$ cat src/rtl/scic_pkg.sv
`default_nettype none
// ============================================================================
// Module      : scic_pkg
// Description : Shared definitions for the SCIC control unit: opcode values,
//               sequencer state encodings, accumulator source and ALU
//               operation encodings, plus small opcode classification helpers.
// Revision    : 1.0 - initial release
// ============================================================================
package scic_pkg;

    localparam int OPCODE_W = 4;

    // Sequencer states; the encoding is visible on the state_dbg output.
    typedef enum logic [2:0] {
        ST_IDLE   = 3'd0,
        ST_FETCH  = 3'd1,
        ST_DECODE = 3'd2,
        ST_EXEC   = 3'd3,
        ST_WB     = 3'd4,
        ST_HALT   = 3'd5
    } state_t;

    // Opcodes (IR[7:4]); 4'hA..4'hE are unassigned and fault the machine.
    localparam logic [OPCODE_W-1:0] c_OP_NOP  = 4'h0;
    localparam logic [OPCODE_W-1:0] c_OP_LDA  = 4'h1;
    localparam logic [OPCODE_W-1:0] c_OP_STA  = 4'h2;
    localparam logic [OPCODE_W-1:0] c_OP_ADD  = 4'h3;
    localparam logic [OPCODE_W-1:0] c_OP_SUB  = 4'h4;
    localparam logic [OPCODE_W-1:0] c_OP_AND  = 4'h5;
    localparam logic [OPCODE_W-1:0] c_OP_JMP  = 4'h6;
    localparam logic [OPCODE_W-1:0] c_OP_JZ   = 4'h7;
    localparam logic [OPCODE_W-1:0] c_OP_IN   = 4'h8;
    localparam logic [OPCODE_W-1:0] c_OP_OUT  = 4'h9;
    localparam logic [OPCODE_W-1:0] c_OP_HALT = 4'hF;

    // Accumulator write-data source select.
    localparam logic [1:0] c_SRC_ALU = 2'd0;
    localparam logic [1:0] c_SRC_MEM = 2'd1;
    localparam logic [1:0] c_SRC_SW  = 2'd2;

    // ALU operation select.
    localparam logic [1:0] c_ALU_ADD  = 2'd0;
    localparam logic [1:0] c_ALU_SUB  = 2'd1;
    localparam logic [1:0] c_ALU_AND  = 2'd2;
    localparam logic [1:0] c_ALU_PASS = 2'd3;

    // Opcodes whose operand read in EXEC is written to the accumulator in WB.
    function automatic logic op_needs_wb(input logic [OPCODE_W-1:0] op);
        return (op == c_OP_LDA) || (op == c_OP_ADD) ||
               (op == c_OP_SUB) || (op == c_OP_AND);
    endfunction

    function automatic logic op_is_illegal(input logic [OPCODE_W-1:0] op);
        return (op >= 4'hA) && (op <= 4'hE);
    endfunction

endpackage
`default_nettype wire

$ cat src/rtl/scic_control_unit_if.sv
`default_nettype none
// ============================================================================
// Module      : scic_ctrl_if
// Description : Bundle between the SCIC control unit and the datapath/top
//               level. Names are from the control unit's point of view
//               (i_ = into the control unit, o_ = out of it).
//   slave  : control-unit side (consumes run/step/opcode/acc_zero)
//   master : datapath/top side (drives run/step/opcode/acc_zero)
// Revision    : 1.0 - initial release
// ============================================================================
interface scic_ctrl_if
    import scic_pkg::*;
#(
    parameter int COUNT_W = 16
) ();
    logic                i_run;
    logic                i_step;
    logic [OPCODE_W-1:0] i_opcode;
    logic                i_acc_zero;
    logic                o_addr_sel;
    logic                o_mem_rd;
    logic                o_mem_wr;
    logic                o_ir_load;
    logic                o_pc_inc;
    logic                o_pc_load;
    logic                o_acc_load;
    logic [1:0]          o_acc_src;
    logic [1:0]          o_alu_op;
    logic                o_led_load;
    logic                o_halted;
    logic                o_fault;
    logic [2:0]          o_state_dbg;
    logic [COUNT_W-1:0]  o_instr_count;

    modport slave (
        input  i_run, i_step, i_opcode, i_acc_zero,
        output o_addr_sel, o_mem_rd, o_mem_wr, o_ir_load, o_pc_inc, o_pc_load,
               o_acc_load, o_acc_src, o_alu_op, o_led_load, o_halted, o_fault,
               o_state_dbg, o_instr_count
    );

    modport master (
        output i_run, i_step, i_opcode, i_acc_zero,
        input  o_addr_sel, o_mem_rd, o_mem_wr, o_ir_load, o_pc_inc, o_pc_load,
               o_acc_load, o_acc_src, o_alu_op, o_led_load, o_halted, o_fault,
               o_state_dbg, o_instr_count
    );
endinterface
`default_nettype wire

$ cat src/rtl/scic_step_latch.sv
`default_nettype none
// ============================================================================
// Module      : scic_step_latch
// Description : Rising-edge detector for the single-step switch plus a
//               one-deep pending flag. A new edge while already pending is
//               absorbed. i_consume clears the flag at an instruction
//               boundary; i_clear_all holds it clear (used while halted).
// Ports       : i_clk, i_rst_n (async active-low), i_step, i_consume,
//               i_clear_all, o_pending
// Revision    : 1.0 - initial release
// ============================================================================
module scic_step_latch (
    input  wire logic i_clk,
    input  wire logic i_rst_n,
    input  wire logic i_step,
    input  wire logic i_consume,
    input  wire logic i_clear_all,
    output logic      o_pending
);
    logic r_step_q;
    logic r_pending;
    logic w_rise;

    assign w_rise    = i_step & ~r_step_q;
    assign o_pending = r_pending;

    always_ff @(posedge i_clk or negedge i_rst_n) begin
        if (!i_rst_n) begin
            r_step_q  <= 1'b0;
            r_pending <= 1'b0;
        end else begin
            r_step_q <= i_step;
            // A fresh edge landing on the consuming boundary is a new request,
            // so setting wins over consuming.
            if (i_clear_all)
                r_pending <= 1'b0;
            else if (w_rise)
                r_pending <= 1'b1;
            else if (i_consume)
                r_pending <= 1'b0;
        end
    end
endmodule
`default_nettype wire

$ cat src/rtl/scic_control_unit.sv
`default_nettype none
// ============================================================================
// Module      : scic_control_unit
// Description : Multi-cycle sequencer for the SCIC accumulator datapath.
//               FETCH -> DECODE -> EXEC [-> WB], with run/single-step gating,
//               sticky halt, illegal-opcode fault and a retired-instruction
//               counter. Control strobes decode from state + IR opcode.
// Ports       : i_clk, i_rst_n (async active-low),
//               bus (scic_ctrl_if.slave): run/step/opcode/acc_zero in;
//               memory, PC, IR, ACC, ALU, LED strobes, halted, fault,
//               state_dbg and instr_count out.
// Revision    : 1.0 - initial release
// ============================================================================
module scic_control_unit #(
    parameter int COUNT_W = 16
) (
    input  wire logic  i_clk,
    input  wire logic  i_rst_n,
    scic_ctrl_if.slave bus
);
    import scic_pkg::*;

    state_t             r_state;
    logic               r_fault;
    logic [COUNT_W-1:0] r_count;

    logic w_pending;
    logic w_go;
    logic w_wb_op;
    logic w_illegal;
    logic w_stop_op;
    logic w_retire;
    logic w_boundary;
    logic w_consume;
    logic w_clear_all;

    assign w_go        = bus.i_run | w_pending;
    assign w_wb_op     = op_needs_wb(bus.i_opcode);
    assign w_illegal   = op_is_illegal(bus.i_opcode);
    assign w_stop_op   = (bus.i_opcode == c_OP_HALT) | w_illegal;
    // Last cycle of an instruction: EXEC of a single-cycle op, or WB.
    assign w_retire    = ((r_state == ST_EXEC) & ~w_wb_op) | (r_state == ST_WB);
    // Places where a pending step may be taken to start the next fetch.
    assign w_boundary  = (r_state == ST_IDLE) | (r_state == ST_WB) |
                         ((r_state == ST_EXEC) & ~w_wb_op & ~w_stop_op);
    assign w_consume   = w_boundary & w_go;
    assign w_clear_all = (r_state == ST_HALT);

    scic_step_latch u_step_latch (
        .i_clk       (i_clk),
        .i_rst_n     (i_rst_n),
        .i_step      (bus.i_step),
        .i_consume   (w_consume),
        .i_clear_all (w_clear_all),
        .o_pending   (w_pending)
    );

    // Sequencer, fault flag and retired-instruction counter.
    always_ff @(posedge i_clk or negedge i_rst_n) begin
        if (!i_rst_n) begin
            r_state <= ST_IDLE;
            r_fault <= 1'b0;
            r_count <= '0;
        end else begin
            if (w_retire)
                r_count <= r_count + 1'b1;
            case (r_state)
                ST_IDLE:   if (w_go) r_state <= ST_FETCH;
                ST_FETCH:  r_state <= ST_DECODE;
                ST_DECODE: r_state <= ST_EXEC;
                ST_EXEC: begin
                    if (w_wb_op) begin
                        r_state <= ST_WB;
                    end else if (w_stop_op) begin
                        r_state <= ST_HALT;
                        if (w_illegal)
                            r_fault <= 1'b1;
                    end else begin
                        r_state <= w_go ? ST_FETCH : ST_IDLE;
                    end
                end
                ST_WB:     r_state <= w_go ? ST_FETCH : ST_IDLE;
                ST_HALT:   r_state <= ST_HALT;
                default:   r_state <= ST_IDLE;
            endcase
        end
    end

    // Control strobe decode.
    always_comb begin
        bus.o_addr_sel = 1'b0;
        bus.o_mem_rd   = 1'b0;
        bus.o_mem_wr   = 1'b0;
        bus.o_ir_load  = 1'b0;
        bus.o_pc_inc   = 1'b0;
        bus.o_pc_load  = 1'b0;
        bus.o_acc_load = 1'b0;
        bus.o_acc_src  = c_SRC_ALU;
        bus.o_alu_op   = c_ALU_ADD;
        bus.o_led_load = 1'b0;
        case (r_state)
            ST_FETCH: begin
                bus.o_mem_rd = 1'b1;
            end
            ST_DECODE: begin
                // Synchronous memory returns the instruction this cycle.
                bus.o_ir_load = 1'b1;
                bus.o_pc_inc  = 1'b1;
            end
            ST_EXEC: begin
                case (bus.i_opcode)
                    c_OP_LDA, c_OP_ADD, c_OP_SUB, c_OP_AND: begin
                        bus.o_addr_sel = 1'b1;
                        bus.o_mem_rd   = 1'b1;
                    end
                    c_OP_STA: begin
                        bus.o_addr_sel = 1'b1;
                        bus.o_mem_wr   = 1'b1;
                    end
                    c_OP_JMP: bus.o_pc_load = 1'b1;
                    c_OP_JZ:  bus.o_pc_load = bus.i_acc_zero;
                    c_OP_IN: begin
                        bus.o_acc_load = 1'b1;
                        bus.o_acc_src  = c_SRC_SW;
                    end
                    c_OP_OUT: bus.o_led_load = 1'b1;
                    default: ;
                endcase
            end
            ST_WB: begin
                bus.o_acc_load = 1'b1;
                case (bus.i_opcode)
                    c_OP_LDA: bus.o_acc_src = c_SRC_MEM;
                    c_OP_SUB: bus.o_alu_op  = c_ALU_SUB;
                    c_OP_AND: bus.o_alu_op  = c_ALU_AND;
                    default:  bus.o_alu_op  = c_ALU_ADD;
                endcase
            end
            default: ;
        endcase
    end

    assign bus.o_halted      = (r_state == ST_HALT);
    assign bus.o_fault       = r_fault;
    assign bus.o_state_dbg   = r_state;
    assign bus.o_instr_count = r_count;

endmodule
`default_nettype wire

$ cat src/flat_wrapper.sv
// flat-port wrapper written by rule: the top's interface ports become plain ports
module scic_control_unit_flat import scic_pkg::*;
#(
    parameter int COUNT_W = 16
)
  (i_clk, i_rst_n, bus_i_run, bus_i_step, bus_i_opcode, bus_i_acc_zero, bus_o_addr_sel, bus_o_mem_rd, bus_o_mem_wr, bus_o_ir_load, bus_o_pc_inc, bus_o_pc_load, bus_o_acc_load, bus_o_acc_src, bus_o_alu_op, bus_o_led_load, bus_o_halted, bus_o_fault, bus_o_state_dbg, bus_o_instr_count);
  scic_ctrl_if #(.COUNT_W(COUNT_W)) bus_i ();
  input  wire logic i_clk;
  input  wire logic i_rst_n;
  input wire logic [$bits(bus_i.i_run)-1:0] bus_i_run;
  input wire logic [$bits(bus_i.i_step)-1:0] bus_i_step;
  input wire logic [$bits(bus_i.i_opcode)-1:0] bus_i_opcode;
  input wire logic [$bits(bus_i.i_acc_zero)-1:0] bus_i_acc_zero;
  output wire logic [$bits(bus_i.o_addr_sel)-1:0] bus_o_addr_sel;
  output wire logic [$bits(bus_i.o_mem_rd)-1:0] bus_o_mem_rd;
  output wire logic [$bits(bus_i.o_mem_wr)-1:0] bus_o_mem_wr;
  output wire logic [$bits(bus_i.o_ir_load)-1:0] bus_o_ir_load;
  output wire logic [$bits(bus_i.o_pc_inc)-1:0] bus_o_pc_inc;
  output wire logic [$bits(bus_i.o_pc_load)-1:0] bus_o_pc_load;
  output wire logic [$bits(bus_i.o_acc_load)-1:0] bus_o_acc_load;
  output wire logic [$bits(bus_i.o_acc_src)-1:0] bus_o_acc_src;
  output wire logic [$bits(bus_i.o_alu_op)-1:0] bus_o_alu_op;
  output wire logic [$bits(bus_i.o_led_load)-1:0] bus_o_led_load;
  output wire logic [$bits(bus_i.o_halted)-1:0] bus_o_halted;
  output wire logic [$bits(bus_i.o_fault)-1:0] bus_o_fault;
  output wire logic [$bits(bus_i.o_state_dbg)-1:0] bus_o_state_dbg;
  output wire logic [$bits(bus_i.o_instr_count)-1:0] bus_o_instr_count;
  assign bus_i.i_run = bus_i_run;
  assign bus_i.i_step = bus_i_step;
  assign bus_i.i_opcode = bus_i_opcode;
  assign bus_i.i_acc_zero = bus_i_acc_zero;
  assign bus_o_addr_sel = bus_i.o_addr_sel;
  assign bus_o_mem_rd = bus_i.o_mem_rd;
  assign bus_o_mem_wr = bus_i.o_mem_wr;
  assign bus_o_ir_load = bus_i.o_ir_load;
  assign bus_o_pc_inc = bus_i.o_pc_inc;
  assign bus_o_pc_load = bus_i.o_pc_load;
  assign bus_o_acc_load = bus_i.o_acc_load;
  assign bus_o_acc_src = bus_i.o_acc_src;
  assign bus_o_alu_op = bus_i.o_alu_op;
  assign bus_o_led_load = bus_i.o_led_load;
  assign bus_o_halted = bus_i.o_halted;
  assign bus_o_fault = bus_i.o_fault;
  assign bus_o_state_dbg = bus_i.o_state_dbg;
  assign bus_o_instr_count = bus_i.o_instr_count;
  scic_control_unit #(.COUNT_W(COUNT_W)) u_core (.i_clk(i_clk), .i_rst_n(i_rst_n), .bus(bus_i));
endmodule
$ cat config.mk
export PLATFORM = sky130hd
export DESIGN_NAME = scic_control_unit_flat
export DESIGN_NICKNAME = d
export VERILOG_FILES = /design/src/rtl/scic_pkg.sv /design/src/rtl/scic_control_unit_if.sv /design/src/rtl/scic_step_latch.sv /design/src/rtl/scic_control_unit.sv /design/src/flat_wrapper.sv
export SDC_FILE = /design/constraint.sdc
export NUM_CORES = 1
export LEC_CHECK = 0
export CAP_MARGIN = 5
export CORE_AREA = 2 2 58 60
export CTS_CLUSTER_DIAMETER = 150
export DETAILED_ROUTE_END_ITERATION = 6
export DIE_AREA = 0 0 60 62
export GPL_TIMING_DRIVEN = 0
export PLACE_DENSITY_LB_ADDON = 0.12
export SETUP_SLACK_MARGIN = 0.15
export SLEW_MARGIN = 25
export SYNTH_ARGS = -nofsm -noshare
export SYNTH_HDL_FRONTEND = slang
export SYNTH_SLANG_ARGS = --single-unit
$ cat constraint.sdc
create_clock -name i_clk -period 4.75 [get_ports i_clk]
set_input_delay 0.7125 -clock i_clk [delete_from_list [all_inputs] [get_ports i_clk]]
set_output_delay 0.7125 -clock i_clk [all_outputs]
set_load 0.005 [all_outputs]
# After elaboration in Yosys (flattened, before gate mapping)

Cells that the tools add are included.

Multiplexer cells: 26
$lt $le $gt $ge: 2
Bitwise logic cells: 12
Reduce and logical (&&, ||, !) cells: 9
Equality and inequality tests: 16
Add/subtract/negate cells: 1

Operators with widths:

| cell                    | count |
|---|---|
| $pmux W3 S6             | 1 |
| $add A16 B1 Y16 const B | 1 |
| $eq A4 B3 Y1 const B    | 4 |
| $mux W1                 | 15 |
| $eq A4 B4 Y1 const B    | 3 |
| $mux W3                 | 3 |
| $eq A4 B2 Y1 const B    | 2 |
| $pmux W2 S2             | 2 |
| $eq A3 B2 Y1 const B    | 2 |
| $eq A3 B3 Y1 const B    | 2 |
| $pmux W1 S2             | 3 |
| $or A1 B1 Y1            | 5 |
| $reduce_or A5 Y1        | 1 |
| $and A1 B1 Y1           | 4 |
| $eq A4 B1 Y1 const B    | 1 |
| $ge A4 B4 Y1 const B    | 1 |
| $le A4 B4 Y1 const B    | 1 |
| $mux W2                 | 2 |
| $reduce_and A4 Y1       | 1 |
| $reduce_or A4 Y1        | 1 |
| $eq A3 B1 Y1 const B    | 1 |
| $logic_not A3 Y1        | 1 |
| $logic_or A1 B1 Y1      | 3 |
| $not A1 Y1              | 3 |
| 3 further kinds         | 3 |

Input bits: 9
Output and inout bits: 33
Register bits: 22

# Logic depth before layout (Yosys ltp)

Depth in word-level cells: 12
Mapped depth: 6
Depth with buffers taken out: 4

# By module

From an unflattened synthesis, not the netlist that was laid out.

Cells, all modules: 131
Area total of the unflattened synthesis: 1,268.7 um^2

By module, submodules not included:

| module            | instances | area each (um^2) | seq. area each (um^2) | cells each |
|---|---|---|---|---|
| scic_control_unit | 1         | 1,197.4          | 500.5                 | 126 |
| scic_step_latch   | 1         | 71.3             | 50.0                  | 5 |

# Worst setup path after synthesis

OpenSTA, ideal clock, no wires.

Kind: in2out
From: input bus_i_opcode[0]
To: output bus_o_acc_load
Path buffers: 1
Data required time: 4.038 ns
Arrival: 1.493 ns
Setup slack: 2.544 ns
Stages on the path: 4
Cells stage by stage: clkbuf_1 nor3_1 and3_1 or2_2

Longest elaborated chain between the ends: 3

RTL lines:

| item         | line                     | RTL |
|---|---|---|
| from (decl)  | flat_wrapper.sv:12       | `input wire logic [$bits(bus_i.i_opcode)-1:0] bus_i_opcode;` |
| $eq A4 B4 Y1 | scic_control_unit.sv:111 | `case (bus.i_opcode)` |
| $mux W1      | scic_control_unit.sv:111 |  |
| $pmux W1 S2  | scic_control_unit.sv:101 | `case (r_state)` |
| to (decl)    | flat_wrapper.sv:20       | `output wire logic [$bits(bus_i.o_acc_load)-1:0] bus_o_acc_load;` |

No other way between the ends.

# Worst setup path after layout

From: input bus_i_opcode[2]
To: output bus_o_mem_rd

Longest elaborated chain between the ends: 4
Elaborated cells between the ends (all ways): 7

RTL lines:

| item                                       | line                     | RTL |
|---|---|---|
| $eq A4 B3 Y1, or another cell as far along | scic_control_unit.sv:111 |  |
| $reduce_or A4 Y1 (*)                       | scic_control_unit.sv:111 |  |
| $mux W1 (*)                                | scic_control_unit.sv:111 |  |
| $pmux W1 S2 (*)                            | scic_control_unit.sv:101 |  |
| to (decl)                                  | flat_wrapper.sv:15       | `output wire logic [$bits(bus_i.o_mem_rd)-1:0] bus_o_mem_rd;` |

Mark *: on every way between the ends. The rest lies on a longest branch, timed or not.

==> impl_results.md <==
* Antenna diodes at 0
* IO Pins at 42
* Post-Syn Area at 0.00131 mm²
* Synth Warn # at 0
* TNS Setup at 0 ps
* Vias per std cell at 5.13
* Pwr dens at 440 mW/mm²
* Starting DRT DRC Count at 29
* Peak VDD IR at around 0.23 mV
* Clock buffer depth at 2
* CTS tree: yes
* Area of the multi-input gates at approximately 710 µm²
* Vias in the first global route at 1051
* Final Hold Viols at 0
* Area growth syn-to-layout at 35.7%
* Final nets at 185
* Worst-Margin Slew at 482 ps
* Total grt overflow at 0
* Share of layout cells above drive strength 1 at 14.9%
* Most frequent cells in the layout: clkdlybuf4s50_1, dfrtp_1, nand2_1
* Post-synth ARST share at 100%
* Rel. slew slack at 67.9%
* Initial Util at 41.3%
* Synth cell types at 42
* Crit path kind: in -> out
* CTS buffer count at 3
* Sequential fraction of the synthesis area at roughly two fifths
* Filler Cell Count at 304
* GR Util All Layers at 17.4%
* Commonest non-fill, non-tap cell in the layout: clkdlybuf4s50_1
* WL per Instance at 13.3 µm
* Die W at approximately 60 µm
* CTS H-Tree Depth at 1
* DR vias at 1129
* Clock transition at path regs at ~130 ps
* CTS resizes at 0
* Register area at 551 µm²
* Syn Nets at ~140
* Max frequency at 0.322 GHz
* Largest net degree at the start of global routing at 23
* Max-Cap Viols at 0
* Status: complete, no violations
* 1st-pass router iterations at 4
* Dpl hpwl at around 2.2 mm
* Worst-path maximum fanout at 8
* # setup viols final at 0
* Top FF cell, synth: dfrtp_1
* Pre-CTS WS at 1640 ps
* Hold_buf cts at 0
* Crit path time final at between 3000 and 4000 ps
* Final worst slack at 1650 ps
* HP Class: in -> async
* Gp weighted congestion at 0.767
* Die area at ~0.0037 mm²
* Row cnt at 21
* Post-synth EDFFs at 0
* Avg Inst Size Synth at 9.94 µm²
* Antenna Nets Post-Route at 0
* Root Buffer: clkbuf_4
* First-pass GRT wire length at approximately 4.8 mm
* Routed WL at 2.92 mm
* WP data required at 4040 ps
* Clk_lat worst skew at 320 ps
* Yosys reg bits at 22
* Clock Sinks at 22
* PortBufs at 38
* Max Clock Skew at 6.69 ps
* Antenna violations before repair at 0
* CP endpoint kind: primary output
* Crit path arrival time at 2390 ps
* Syn Inst Count at 132
* Post-CTS Setup Bufs at 0
* Startpoint Class: primary input
* Fin. max-slew vios at 0
* Die H at 62 µm
* RSZ-0062 raised after global routing: no
* Leakage at 0.000766 µW
* Drt drc at 0
* Core ar. at 0.00318 mm²
* Fin crit share at between 60 and 70%
==> state kept, by name (all words and copies together), names as in the netlist <==
| register | cells |
|---|---|
| u_core.u_step_latch.o_pending | 1 |
| u_core.bus.o_fault | 1 |
| u_core.bus.o_instr_count | 16 |
| u_core.u_step_latch.r_step_q | 1 |
| u_core.bus.o_state_dbg | 3 |
==> power by group <==
group          internal (µW)  switching [µW]
Sequential               233            55.0
Combinational            199             190
Clock                   46.9            60.0
==> path summary, 6_finish.rpt <==
path,from,depth (start not counted),endpoint,slack [ps]
setup / recovery,bus_i_opcode[2],6,bus_o_mem_rd,1650
hold / removal,i_rst_n,1,u_core.bus.o_fault,330
setup reg to reg,u_core.bus.o_state_dbg[0],6,u_core.bus.o_instr_count[5],3010
hold reg to reg,u_core.bus.o_fault,1,u_core.bus.o_fault,480
max in group asynchronous,i_rst_n,1,u_core.bus.o_instr_count[13],4090
min in group i_clk,u_core.bus.o_fault,1,u_core.bus.o_fault,480
==> final cells by class <==
| class | count | share of cell area (%) |
|---|---|---|
| multi-input combinational | 99 | 39.8 |
| sequential | 22 | 30.9 |
| timing repair buffer | 38 | 21.1 |
| tap | 46 | 3.23 |
| buffer | 8 | 2.32 |
| clock buffer | 4 | 2.04 |
| inverter | 3 | 0.632 |
==> cells in the mapped netlist, types with 2 or more instances <==
cell       number  area [µm²]
nor2_1          9        33.8
buf_2           3        15.0
o21ai_0         4        20.0
a211oi_2        5        62.6
and3_1          2        12.5
buf_4           2        15.0
a211oi_1        2        15.0
nor3_1          4        20.0
nand2b_1        3        18.8
inv_1           3        11.3
nand3_1         6        30.0
dfrtp_1        22         551
xor2_1         15         131
a21oi_1         5        25.0
a2111oi_2       3        45.0
clkbuf_1        3        11.3
nand2_1        16        60.1
==> critical path: stages <==
cell             delay [ps]
clkdlybuf4s50_1         530
nand2b_1                290
nand2_1                 110
nand2_1                  50
a21boi_0                180
clkdlybuf4s50_1         520
==> metal layers <==
layer	GRT usage [%]	routed length, µm
met1	23.2	1360
met2	28.7	1400
met3	4.55	137
met4	3.81	24
met5	0	0
==> per-stage QoR <==
stage | instances | hold WS, ps | utilization, % | instance area [µm²] | total power [µW]
2_1_floorplan | 132 | 417 | - | 1310 | 502
3_3_place_gp | 216 | 448 | 55.1 | 1750 | 673
3_5_place_dp | 216 | 453 | 55.1 | 1750 | 685
4_1_cts | 220 | 483 | 56.2 | 1790 | 793
5_1_grt | 220 | 371 | 56.0 | 1780 | 851
6_report | 220 | 328 | 56.0 | 1780 | 784
==> cells by family (layout without fill, tap and decap cells) <==
group	count (synthesis)	after routing	share of synthesized area, %
AO/OA/AOI/OAI	28	28	19.3
XOR/XNOR	16	16	10.7
adder cells (fa/ha/maj)	1	1	0.953
buffers and inverters	11	53	4.00
flip-flops	22	22	41.9
multiplexers	1	1	0.858
AND/OR/NAND/NOR	53	53	22.3
No activity file was read; power rests on OpenSTA's default activity.
